==> src/rtl/clock_control_pkg.sv <==
// Shared configuration for the clock-control slice: default timing
// constants, divisor limits, key indices and the repeat FSM state type.
`ifndef CONFIG_AND_CONSTANTS
`define CONFIG_AND_CONSTANTS

package clock_control_pkg;

    // 100 MHz cycle counts: 10 ms debounce, 500 ms hold, 100 ms repeat
    localparam int DEBOUNCE_CYCLES_DEFAULT = 1000000;
    localparam int REPEAT_DELAY_DEFAULT    = 50000000;
    localparam int REPEAT_PERIOD_DEFAULT   = 10000000;

    localparam logic [4:0] DIVISOR_RESET_DEFAULT = 5'd25;
    localparam logic [4:0] DIVISOR_MIN           = 5'd1;
    localparam logic [4:0] DIVISOR_MAX           = 5'd31;

    // Positions of the keys in the debounced-level vector
    localparam int KEY_UP   = 0;
    localparam int KEY_DOWN = 1;
    localparam int KEY_MODE = 2;

    typedef enum logic [1:0] {
        KEY_RELEASED  = 2'd0,
        KEY_HOLD_WAIT = 2'd1,
        KEY_REPEATING = 2'd2
    } repeat_state_t;

    // Saturating divisor step; simultaneous up and down cancel out.
    function automatic logic [4:0] next_divisor(
        input logic [4:0] divisor,
        input logic       step_up,
        input logic       step_down
    );
        logic [4:0] result;
        result = divisor;
        if (step_up && !step_down && (divisor < DIVISOR_MAX)) begin
            result = divisor + 5'd1;
        end else if (step_down && !step_up && (divisor > DIVISOR_MIN)) begin
            result = divisor - 5'd1;
        end
        return result;
    endfunction

endpackage

`endif

==> src/rtl/key_debouncer.sv <==
// Two-flop synchronizer followed by a counting debouncer. The clean level
// flips only after DEBOUNCE_CYCLES consecutive synchronized samples that
// disagree with it; a single agreeing sample restarts the count.
module key_debouncer #(
    parameter int DEBOUNCE_CYCLES = 4
) (
    input  logic clock_100mhz,
    input  logic reset,
    input  logic key_raw,
    output logic key_clean
);

    localparam int CNT_W = (DEBOUNCE_CYCLES > 2) ? $clog2(DEBOUNCE_CYCLES) : 1;
    localparam logic [CNT_W-1:0] CNT_LAST = CNT_W'(DEBOUNCE_CYCLES - 1);

    logic             sync1_q;
    logic             sync2_q;
    logic             clean_q;
    logic             clean_d;
    logic [CNT_W-1:0] count_q;
    logic [CNT_W-1:0] count_d;

    // Bring the asynchronous key into the clock domain
    always_ff @(posedge clock_100mhz or posedge reset) begin
        if (reset) begin
            sync1_q <= 1'b0;
            sync2_q <= 1'b0;
        end else begin
            sync1_q <= key_raw;
            sync2_q <= sync1_q;
        end
    end

    // Count consecutive samples that disagree with the accepted level
    always_comb begin
        clean_d = clean_q;
        count_d = '0;
        if (sync2_q != clean_q) begin
            if (count_q == CNT_LAST) begin
                clean_d = sync2_q;
            end else begin
                count_d = count_q + CNT_W'(1);
            end
        end
    end

    // Register the debounced level and the run counter
    always_ff @(posedge clock_100mhz or posedge reset) begin
        if (reset) begin
            clean_q <= 1'b0;
            count_q <= '0;
        end else begin
            clean_q <= clean_d;
            count_q <= count_d;
        end
    end

    assign key_clean = clean_q;

endmodule

==> src/rtl/clock_control.sv <==
// Board-key front end for the clock divider: debounces up/down/mode keys,
// runs hold-to-repeat FSMs for up and down, and owns the divisor and
// slow-mode registers plus the delayed settings_changed pulse.
//
// state         | meaning
// KEY_RELEASED  | key up, waiting for a clean rise
// KEY_HOLD_WAIT | first step issued, timing the hold before auto-repeat
// KEY_REPEATING | auto-repeat active, one step per repeat period
module clock_control
    import clock_control_pkg::*;
#(
    parameter int         DEBOUNCE_CYCLES = DEBOUNCE_CYCLES_DEFAULT,
    parameter int         REPEAT_DELAY    = REPEAT_DELAY_DEFAULT,
    parameter int         REPEAT_PERIOD   = REPEAT_PERIOD_DEFAULT,
    parameter logic [4:0] DIVISOR_RESET   = DIVISOR_RESET_DEFAULT
) (
    input  logic       clock_100mhz,
    input  logic       reset,
    input  logic       key_up,
    input  logic       key_down,
    input  logic       key_mode,
    output logic [4:0] clock_divisor,
    output logic       slow_mode,
    output logic       settings_changed
);

    // Timers count down from (interval - 1); sized for the longer interval
    localparam int TIMER_MAX = (REPEAT_DELAY > REPEAT_PERIOD) ? REPEAT_DELAY : REPEAT_PERIOD;
    localparam int TIMER_W   = (TIMER_MAX > 2) ? $clog2(TIMER_MAX) : 1;
    localparam logic [TIMER_W-1:0] DELAY_LOAD  = TIMER_W'(REPEAT_DELAY - 1);
    localparam logic [TIMER_W-1:0] PERIOD_LOAD = TIMER_W'(REPEAT_PERIOD - 1);

    logic [2:0]         key_clean;
    logic [1:0]         step;

    repeat_state_t      state_q [2];
    repeat_state_t      state_d [2];
    logic [TIMER_W-1:0] timer_q [2];
    logic [TIMER_W-1:0] timer_d [2];

    logic [4:0]         divisor_q;
    logic [4:0]         divisor_d;
    logic               slow_mode_q;
    logic               slow_mode_d;
    logic               mode_prev_q;
    logic               mode_prev_d;
    logic               change_pending_q;
    logic               change_pending_d;
    logic               settings_changed_q;
    logic               settings_changed_d;

    key_debouncer #(.DEBOUNCE_CYCLES(DEBOUNCE_CYCLES)) u_deb_up (
        .clock_100mhz (clock_100mhz),
        .reset        (reset),
        .key_raw      (key_up),
        .key_clean    (key_clean[KEY_UP])
    );

    key_debouncer #(.DEBOUNCE_CYCLES(DEBOUNCE_CYCLES)) u_deb_down (
        .clock_100mhz (clock_100mhz),
        .reset        (reset),
        .key_raw      (key_down),
        .key_clean    (key_clean[KEY_DOWN])
    );

    key_debouncer #(.DEBOUNCE_CYCLES(DEBOUNCE_CYCLES)) u_deb_mode (
        .clock_100mhz (clock_100mhz),
        .reset        (reset),
        .key_raw      (key_mode),
        .key_clean    (key_clean[KEY_MODE])
    );

    // Hold-to-repeat FSMs for up and down; step is a same-cycle decode so
    // the divisor moves on the edge right after the clean rise
    always_comb begin
        step = '0;
        for (int k = 0; k < 2; k++) begin
            state_d[k] = state_q[k];
            timer_d[k] = timer_q[k];
            case (state_q[k])
                KEY_RELEASED: begin
                    if (key_clean[k]) begin
                        step[k]    = 1'b1;
                        state_d[k] = KEY_HOLD_WAIT;
                        timer_d[k] = DELAY_LOAD;
                    end
                end
                KEY_HOLD_WAIT, KEY_REPEATING: begin
                    if (!key_clean[k]) begin
                        state_d[k] = KEY_RELEASED;
                        timer_d[k] = '0;
                    end else if (timer_q[k] == '0) begin
                        step[k]    = 1'b1;
                        state_d[k] = KEY_REPEATING;
                        timer_d[k] = PERIOD_LOAD;
                    end else begin
                        timer_d[k] = timer_q[k] - TIMER_W'(1);
                    end
                end
                default: begin
                    state_d[k] = KEY_RELEASED;
                    timer_d[k] = '0;
                end
            endcase
        end
    end

    // Apply steps and mode toggles; the change pulse trails the update by one cycle
    always_comb begin
        divisor_d          = next_divisor(divisor_q, step[KEY_UP], step[KEY_DOWN]);
        slow_mode_d        = slow_mode_q ^ (key_clean[KEY_MODE] & ~mode_prev_q);
        mode_prev_d        = key_clean[KEY_MODE];
        change_pending_d   = (divisor_d != divisor_q) || (slow_mode_d != slow_mode_q);
        settings_changed_d = change_pending_q;
    end

    // State, timer and output registers
    always_ff @(posedge clock_100mhz or posedge reset) begin
        if (reset) begin
            for (int k = 0; k < 2; k++) begin
                state_q[k] <= KEY_RELEASED;
                timer_q[k] <= '0;
            end
            divisor_q          <= DIVISOR_RESET;
            slow_mode_q        <= 1'b0;
            mode_prev_q        <= 1'b0;
            change_pending_q   <= 1'b0;
            settings_changed_q <= 1'b0;
        end else begin
            for (int k = 0; k < 2; k++) begin
                state_q[k] <= state_d[k];
                timer_q[k] <= timer_d[k];
            end
            divisor_q          <= divisor_d;
            slow_mode_q        <= slow_mode_d;
            mode_prev_q        <= mode_prev_d;
            change_pending_q   <= change_pending_d;
            settings_changed_q <= settings_changed_d;
        end
    end

    assign clock_divisor    = divisor_q;
    assign slow_mode        = slow_mode_q;
    assign settings_changed = settings_changed_q;

endmodule

==> config.mk <==
export PLATFORM = sky130hd
export DESIGN_NAME = clock_control
export DESIGN_NICKNAME = d
export VERILOG_FILES = /design/src/rtl/clock_control_pkg.sv /design/src/rtl/key_debouncer.sv /design/src/rtl/clock_control.sv
export SDC_FILE = /design/constraint.sdc
export NUM_CORES = 1
export LEC_CHECK = 0
export CORE_MARGIN = 1.5
export CORE_UTILIZATION = 46
export CTS_BUF_LIST = sky130_fd_sc_hd__clkbuf_2 sky130_fd_sc_hd__clkbuf_4 sky130_fd_sc_hd__clkbuf_8
export CTS_CLUSTER_DIAMETER = 30
export DETAILED_ROUTE_END_ITERATION = 6
export PLACE_DENSITY_LB_ADDON = 0.15
export RECOVER_POWER = 25
export SKIP_CTS_REPAIR_TIMING = 1
export SYNTH_ARGS = -nofsm -noshare
export SYNTH_HDL_FRONTEND = slang
export SYNTH_HIERARCHICAL = 1
export SYNTH_SLANG_ARGS = --single-unit
==> constraint.sdc <==
create_clock -name clock_100mhz -period 2.8 [get_ports clock_100mhz]
set_input_delay 0.56 -clock clock_100mhz [delete_from_list [all_inputs] [get_ports clock_100mhz]]
set_output_delay 0.56 -clock clock_100mhz [all_outputs]
set_load 0.05 [all_outputs]
=== Word-level counts from Yosys, hierarchy flattened ===
Index checks and enable logic that the tools add are counted.

* Bits in read-only memories: 0
* Memory bits (writable): 0
* Input port bits: 5
* Output and inout bits: 7
* Bits in latches: 0
* Memories kept: 0
* Bits in registers: 134
* Logic and storage cells: 99

* Add/subtract/negate cells: 7
* Multipliers: 0
* Shifts and indexed selects: 0
* Multiplexer cells: 32
* Bitwise gates (word level): 3
* Magnitude comparators: 2
* Reductions and logical operators: 18
* Div/mod/pow operators: 0
* Eq/ne operators: 16

{| class="wikitable"
|+ Operators with widths
! cell !! number
|-
| 26-bit 2-to-1 mux || 6
|-
| 20-bit 2-to-1 mux || 6
|-
| 26-bit case mux with 2 select lines || 2
|-
| 20-bit by 1-bit adder with 20-bit output (second input constant) || 3
|-
| 20-bit == test (second input constant) || 3
|-
| 26-bit zero test || 2
|-
| 26-bit by 1-bit subtractor with 26-bit output (second input constant) || 2
|-
| 2-bit 2-to-1 mux || 6
|-
| 5-bit 2-to-1 mux || 2
|-
| 2-bit AND reduction || 5
|-
| 2-bit case mux with 2 select lines || 2
|-
| 1-bit 2-to-1 mux || 6
|-
| 3-bit inequality test (second input constant) || 2
|-
| 5-bit by 1-bit adder with 5-bit output (second input constant) || 1
|-
| 5-bit by 1-bit greater-than comparator with 1-bit output (second input constant) || 1
|-
| 5-bit < comparator (second input constant) || 1
|-
| 5-bit inequality test || 1
|-
| 5-bit by 1-bit subtractor with 5-bit output (second input constant) || 1
|-
| 2-bit by 1-bit == test with 1-bit output (second input constant) || 2
|-
| 2-bit == test (second input constant) || 2
|-
| 1-bit logical AND || 4
|-
| 2-bit zero test || 2
|-
| 1-bit inequality test || 4
|-
| 2-bit by 1-bit inequality test with 1-bit output (second input constant) || 2
|-
| other kinds (7) || 10
|}

=== Longest topological paths before layout ===
* Depth after elaboration: 11
* Mapped depth: 9
* Gate-level depth less buffers: 8

=== Modules after synthesis ===
The synthesis kept the hierarchy.

{| class="wikitable"
|+ Modules (own cells, without submodules)
! module !! cells an instance !! area each (sq um) !! times used !! sequential area each (sq um)
|-
| clock_control || 461 || 3898.7 || 1 || 1630.3
|-
| key_debouncer || 107 || 1118.6 || 3 || 575.6
|}

=== Worst setup path before layout ===
Ideal clock, no wire load.

* Kind: flip-flop to flip-flop
* Start point: register timer_q[26] (netlist bit)
* End point: register divisor_q[4] (netlist: clock_divisor[4])
* Required time: 2725 ps
* Library setup time: 75 ps
* Period minus slack after synthesis: 2214 ps
* Buffers on the path: 0
* Path slack: 586 ps
* Stages on the path, launching flop included: 9
* Arrival: 2139 ps
* Cell sequence: dfrtp_1 inv_1 ha_1 nor4b_1 nand4_2 or3_1 a221o_2 o22ai_1 xor2_1

* Cells in the longest elaborated chain, start to end: 9
* Elaborated cells between the ends (all ways): 11
* Those cells by class: 5 x mux; 6 x reduce/logical

{| class="wikitable"
|+ Ends and longest elaborated chain
! item !! RTL line !! source
|-
| start, declared || clock_control.sv:38 || <nowiki>logic [TIMER_W-1:0] timer_q [2];</nowiki>
|-
| start signal, assigned by index || clock_control.sv:132 || <nowiki>timer_q[k] <= timer_d[k];</nowiki>
|-
| 26-bit zero test (*) || clock_control.sv:92 || <nowiki>end else if (timer_q[k] == '0) begin</nowiki>
|-
| 1-bit 2-to-1 mux (*) || clock_control.sv:92 ||
|-
| 1-bit 2-to-1 mux (*) || clock_control.sv:89 || <nowiki>if (!key_clean[k]) begin</nowiki>
|-
| 1-bit case mux with 2 select lines (*) || clock_control.sv:80 || <nowiki>case (state_q[k])</nowiki>
|-
| 1-bit zero test || clock_control_pkg.sv:38 || <nowiki>end else if (step_down && !step_up && (divisor > DIVISOR_MIN)) begin</nowiki>
|-
| 1-bit logical AND (2 in a row) || clock_control_pkg.sv:38 ||
|-
| 5-bit 2-to-1 mux || clock_control_pkg.sv:38 ||
|-
| 5-bit 2-to-1 mux (*) || clock_control_pkg.sv:36 || <nowiki>if (step_up && !step_down && (divisor < DIVISOR_MAX)) begin</nowiki>
|-
| named net divisor_d[4] || clock_control.sv:42 || <nowiki>logic [4:0] divisor_d;</nowiki>
|-
| end signal, assigned || clock_control.sv:134 || <nowiki>divisor_q <= divisor_d;</nowiki>
|-
| end, declared || clock_control.sv:41 || <nowiki>logic [4:0] divisor_q;</nowiki>
|}

Mark *: on every way through the listed nets, which the timed path passes. The rest lies on a longest branch.
A chain may end at the register's enable or synchronous reset.

=== Worst setup path in the final report ===
* Start point: register timer_q[26] (netlist bit)
* End point: register divisor_q[2] (netlist: clock_divisor[2])

Same word-level chain as after synthesis.

==> metrics.md <==
| Metric | Value |
|---|---|
| Max Cap Viol | `0` |
| Gr usage total | `a little over a fifth` |
| Antenna Cells | `0` |
| Largest net degree at the start of global routing | `30` |
| Fin crit period | `2.56 ns` |
| NumNets Final | `about 830` |
| Post-route DRC | `0` |
| Post-synth EDFFs | `0` |
| CTS clk-pin slew, worst paths | `about 0.070 ns` |
| Die area | `~17000 sq um` |
| Share of the synthesized area in the top cell type | `between 40 and 50%` |
| Type of the worst min-delay path | `reg -> reg` |
| M1 wire length | `just over 8000 um` |
| R2r startpoint | `timer_q[26]` |
| Min Hold Slack | `about 0.35 ns` |
| Vias per cell | `~5.9` |
| First-pass GRT wire length | `around 29000 um` |
| Clk_skew | `about 0.0083 ns` |
| Worst slew pin tran | `~1.2 ns` |
| Share of layout cells above drive strength 1 | `roughly a tenth` |
| Initial Util | `a little under half` |
| Syn-to-layout area delta | `11.7%` |
| CTS root buf | `clkbuf_8` |
| Reg area | `approximately 3400 sq um` |
| Cells on worst reg2reg path | `8` |
| CTS max path bufs | `2` |
| Post-synthesis register bit count | `134` |
| # clock sinks | `~130` |
| Mean post-synth cell area | `~9.3 sq um` |
| Core Util, Final | `a little over half` |
| Overall power | `between 3000 and 4000 uW` |
| Synth area leaders | `dfrtp_1 (45%), o21ai_0 (6.6%), nor2_1 (4.3%)` |
| Critical Path RT | `3.16 ns` |
| Crit path kind | `reg -> reg` |
| Synth warnings | `6` |
| Die X | `between 100 and 150 um` |
| Initial DRC Count | `500` |
| H-tree levels | `4` |
| RSZ-0062 raised after global routing | `false` |
| Critical Path End Type | `register` |
| Die height | `around 130 um` |
| Crit path DAT | `2.92 ns` |
| Reg-to-reg endpoint | `clock_divisor[2]` |
| WHS Endpoint | `u_deb_mode/sync2_q` |
| Status | `finished, final reports clean` |
| Vias in the first global route | `just under 6000` |
| Mapped Area | `approximately 7300 sq um` |
| Final setup violation count | `0` |
| Via count | `about 6100` |
| Routed wl met2 | `about 7600 um` |
| IO buf count | `11` |
| Setup TNS | `0 ns` |
| Pwr dens | `approximately 460 nW/um^2` |
| Core area | `15300 sq um` |
| Top sig layer | `met4` |
| Layout fillers | `~1400` |
| Final period util | `91.5%` |
| P_leak | `approximately 0.0035 uW` |
| Most numerous cell in the Yosys netlist | `dfrtp_1` |
| Post-synth ARST share | `100%` |
| Top FF cell, synth | `dfrtp_1` |
| Hold Path Stages | `0` |
| Total CTS buffers | `17` |
| Unique masters post-synth | `57` |
| Multi-input gate area | `roughly 3700 sq um` |
| I/O pins | `12` |
| Clk_lat worst skew | `~0.44 ns` |
| Hold Startpoint | `u_deb_mode/sync1_q` |
| Final Hold Fails | `0` |
| Site Rows | `45` |
| Detailed-placement wirelength estimate | `around 11000 um` |
| Drt pass-1 iters | `4` |
| GR Overflow Total | `0` |
| Syn Inst Count | `roughly 800` |
| Final ANT Viol Nets | `0` |
| Crit-path max FO | `7` |
| Metal3 WL | `636 um` |
| R2R Setup Slk | `approximately 0.24 ns` |
| Sequential area share after synthesis | `roughly 46%` |
| Wire per inst | `roughly 16 um` |
| Crit path launch type | `register` |
| Max-slew violations | `0` |
| CTS tree | `built` |
| Cell taking the most area after synthesis | `dfrtp_1` |
| Net Count, Synth | `801` |
| Relative slew slack | `between 15 and 20%` |
| DRT Wirelength | `roughly 17000 um` |
| Worst vdd ir | `roughly 0.28 mV` |
| Antenna violations before repair | `0` |
| Final GP Congestion | `0.858` |
| Fmax | `between 300 and 400 MHz` |
| Post-synth top cells | `dfrtp_1 (131), o21ai_0 (96), nor2_1 (83), nand2_1 (75), a21oi_1 (43)` |
flip-flops by register name (all words and copies together) (netlist names), 4 cells and up:
register            flops
u_deb_mode/count_q     20
u_deb_up/count_q       20
u_deb_down/count_q     20
state_q                 4
clock_divisor           5
timer_q                52
power breakdown:
part	internal (uW)	switching (uW)
sequential	1950	12.1
combinational	26.6	63.9
clock	887	760
per-stage QoR:
step / area, sq um / instances / worst slack [ns]
6_report: 8110 / 1036 / 0.238
5_1_grt: 8110 / 1036 / 0.0779
4_1_cts: 8110 / 1036 / 0.281
3_5_place_dp: 7700 / 1004 / 0.309
3_3_place_gp: 7700 / 1004 / 0.418
2_1_floorplan: 7250 / 782 / 0.586
worst max-delay path: stages, from the launching register on:
cell,delay [ns]
dfrtp_1,0.42
inv_1,0.13
ha_1,0.19
nor4b_1,0.35
nand4_2,0.18
or3_1,0.40
a221o_2,0.45
o22ai_1,0.20
xor2_1,0.17
kinds of logic (layout without fill, tap and decap cells):
family                   count (synthesis)  count (layout)  synth area share, %
XOR/XNOR                                45              45                 5.43
adder cells (fa/ha/maj)                 14              14                 2.41
buffers and inverters                   42              85                 2.45
AO/OA/AOI/OAI                          200             200                 17.0
multiplexers                             4               4                0.604
AND/OR/NAND/NOR                        343             343                 25.9
flip-flops                             134             134                 46.3
worst max-delay path by stage:
stage	start	end	slack, ns
2_1_floorplan	timer_q[26]	clock_divisor[4]	0.59
3_3_place_gp	timer_q[26]	clock_divisor[4]	0.42
3_5_place_dp	timer_q[26]	clock_divisor[2]	0.31
4_1_cts	timer_q[26]	clock_divisor[2]	0.28
5_1_grt	timer_q[26]	clock_divisor[2]	0.08
6_report	timer_q[26]	clock_divisor[2]	0.24
cell usage in the layout, fill, tap and decap left out, drive strengths merged, types with 13 or more instances in the layout:
master	n
a21oi	43
a22o	15
and3	13
and4	13
buf	20
clkbuf	24
dfrtp	131
ha	14
inv	23
nand2	75
nand3	38
nor2	84
nor3	26
nor4	19
o21ai	100
o31ai	13
or3	21
xnor2	18
xor2	27
layout make-up:
type                    count  share of cell area [%]
multi-input cells         606                    45.9
flip-flops and latches    134                    41.4
clock buffers              22                    3.58
repair buffers             33                    3.46
well taps                 211                    3.26
clock inverters            10                    1.47
inverters                  20                   0.926
routing by layer:
metal	up-vias	GRT usage, %
li1	2926	-
met1	2970	30.0
met2	149	34.4
met3	21	4.53
met4	0	7.07
met5	-	0
(Power assumes the default switching activity.)
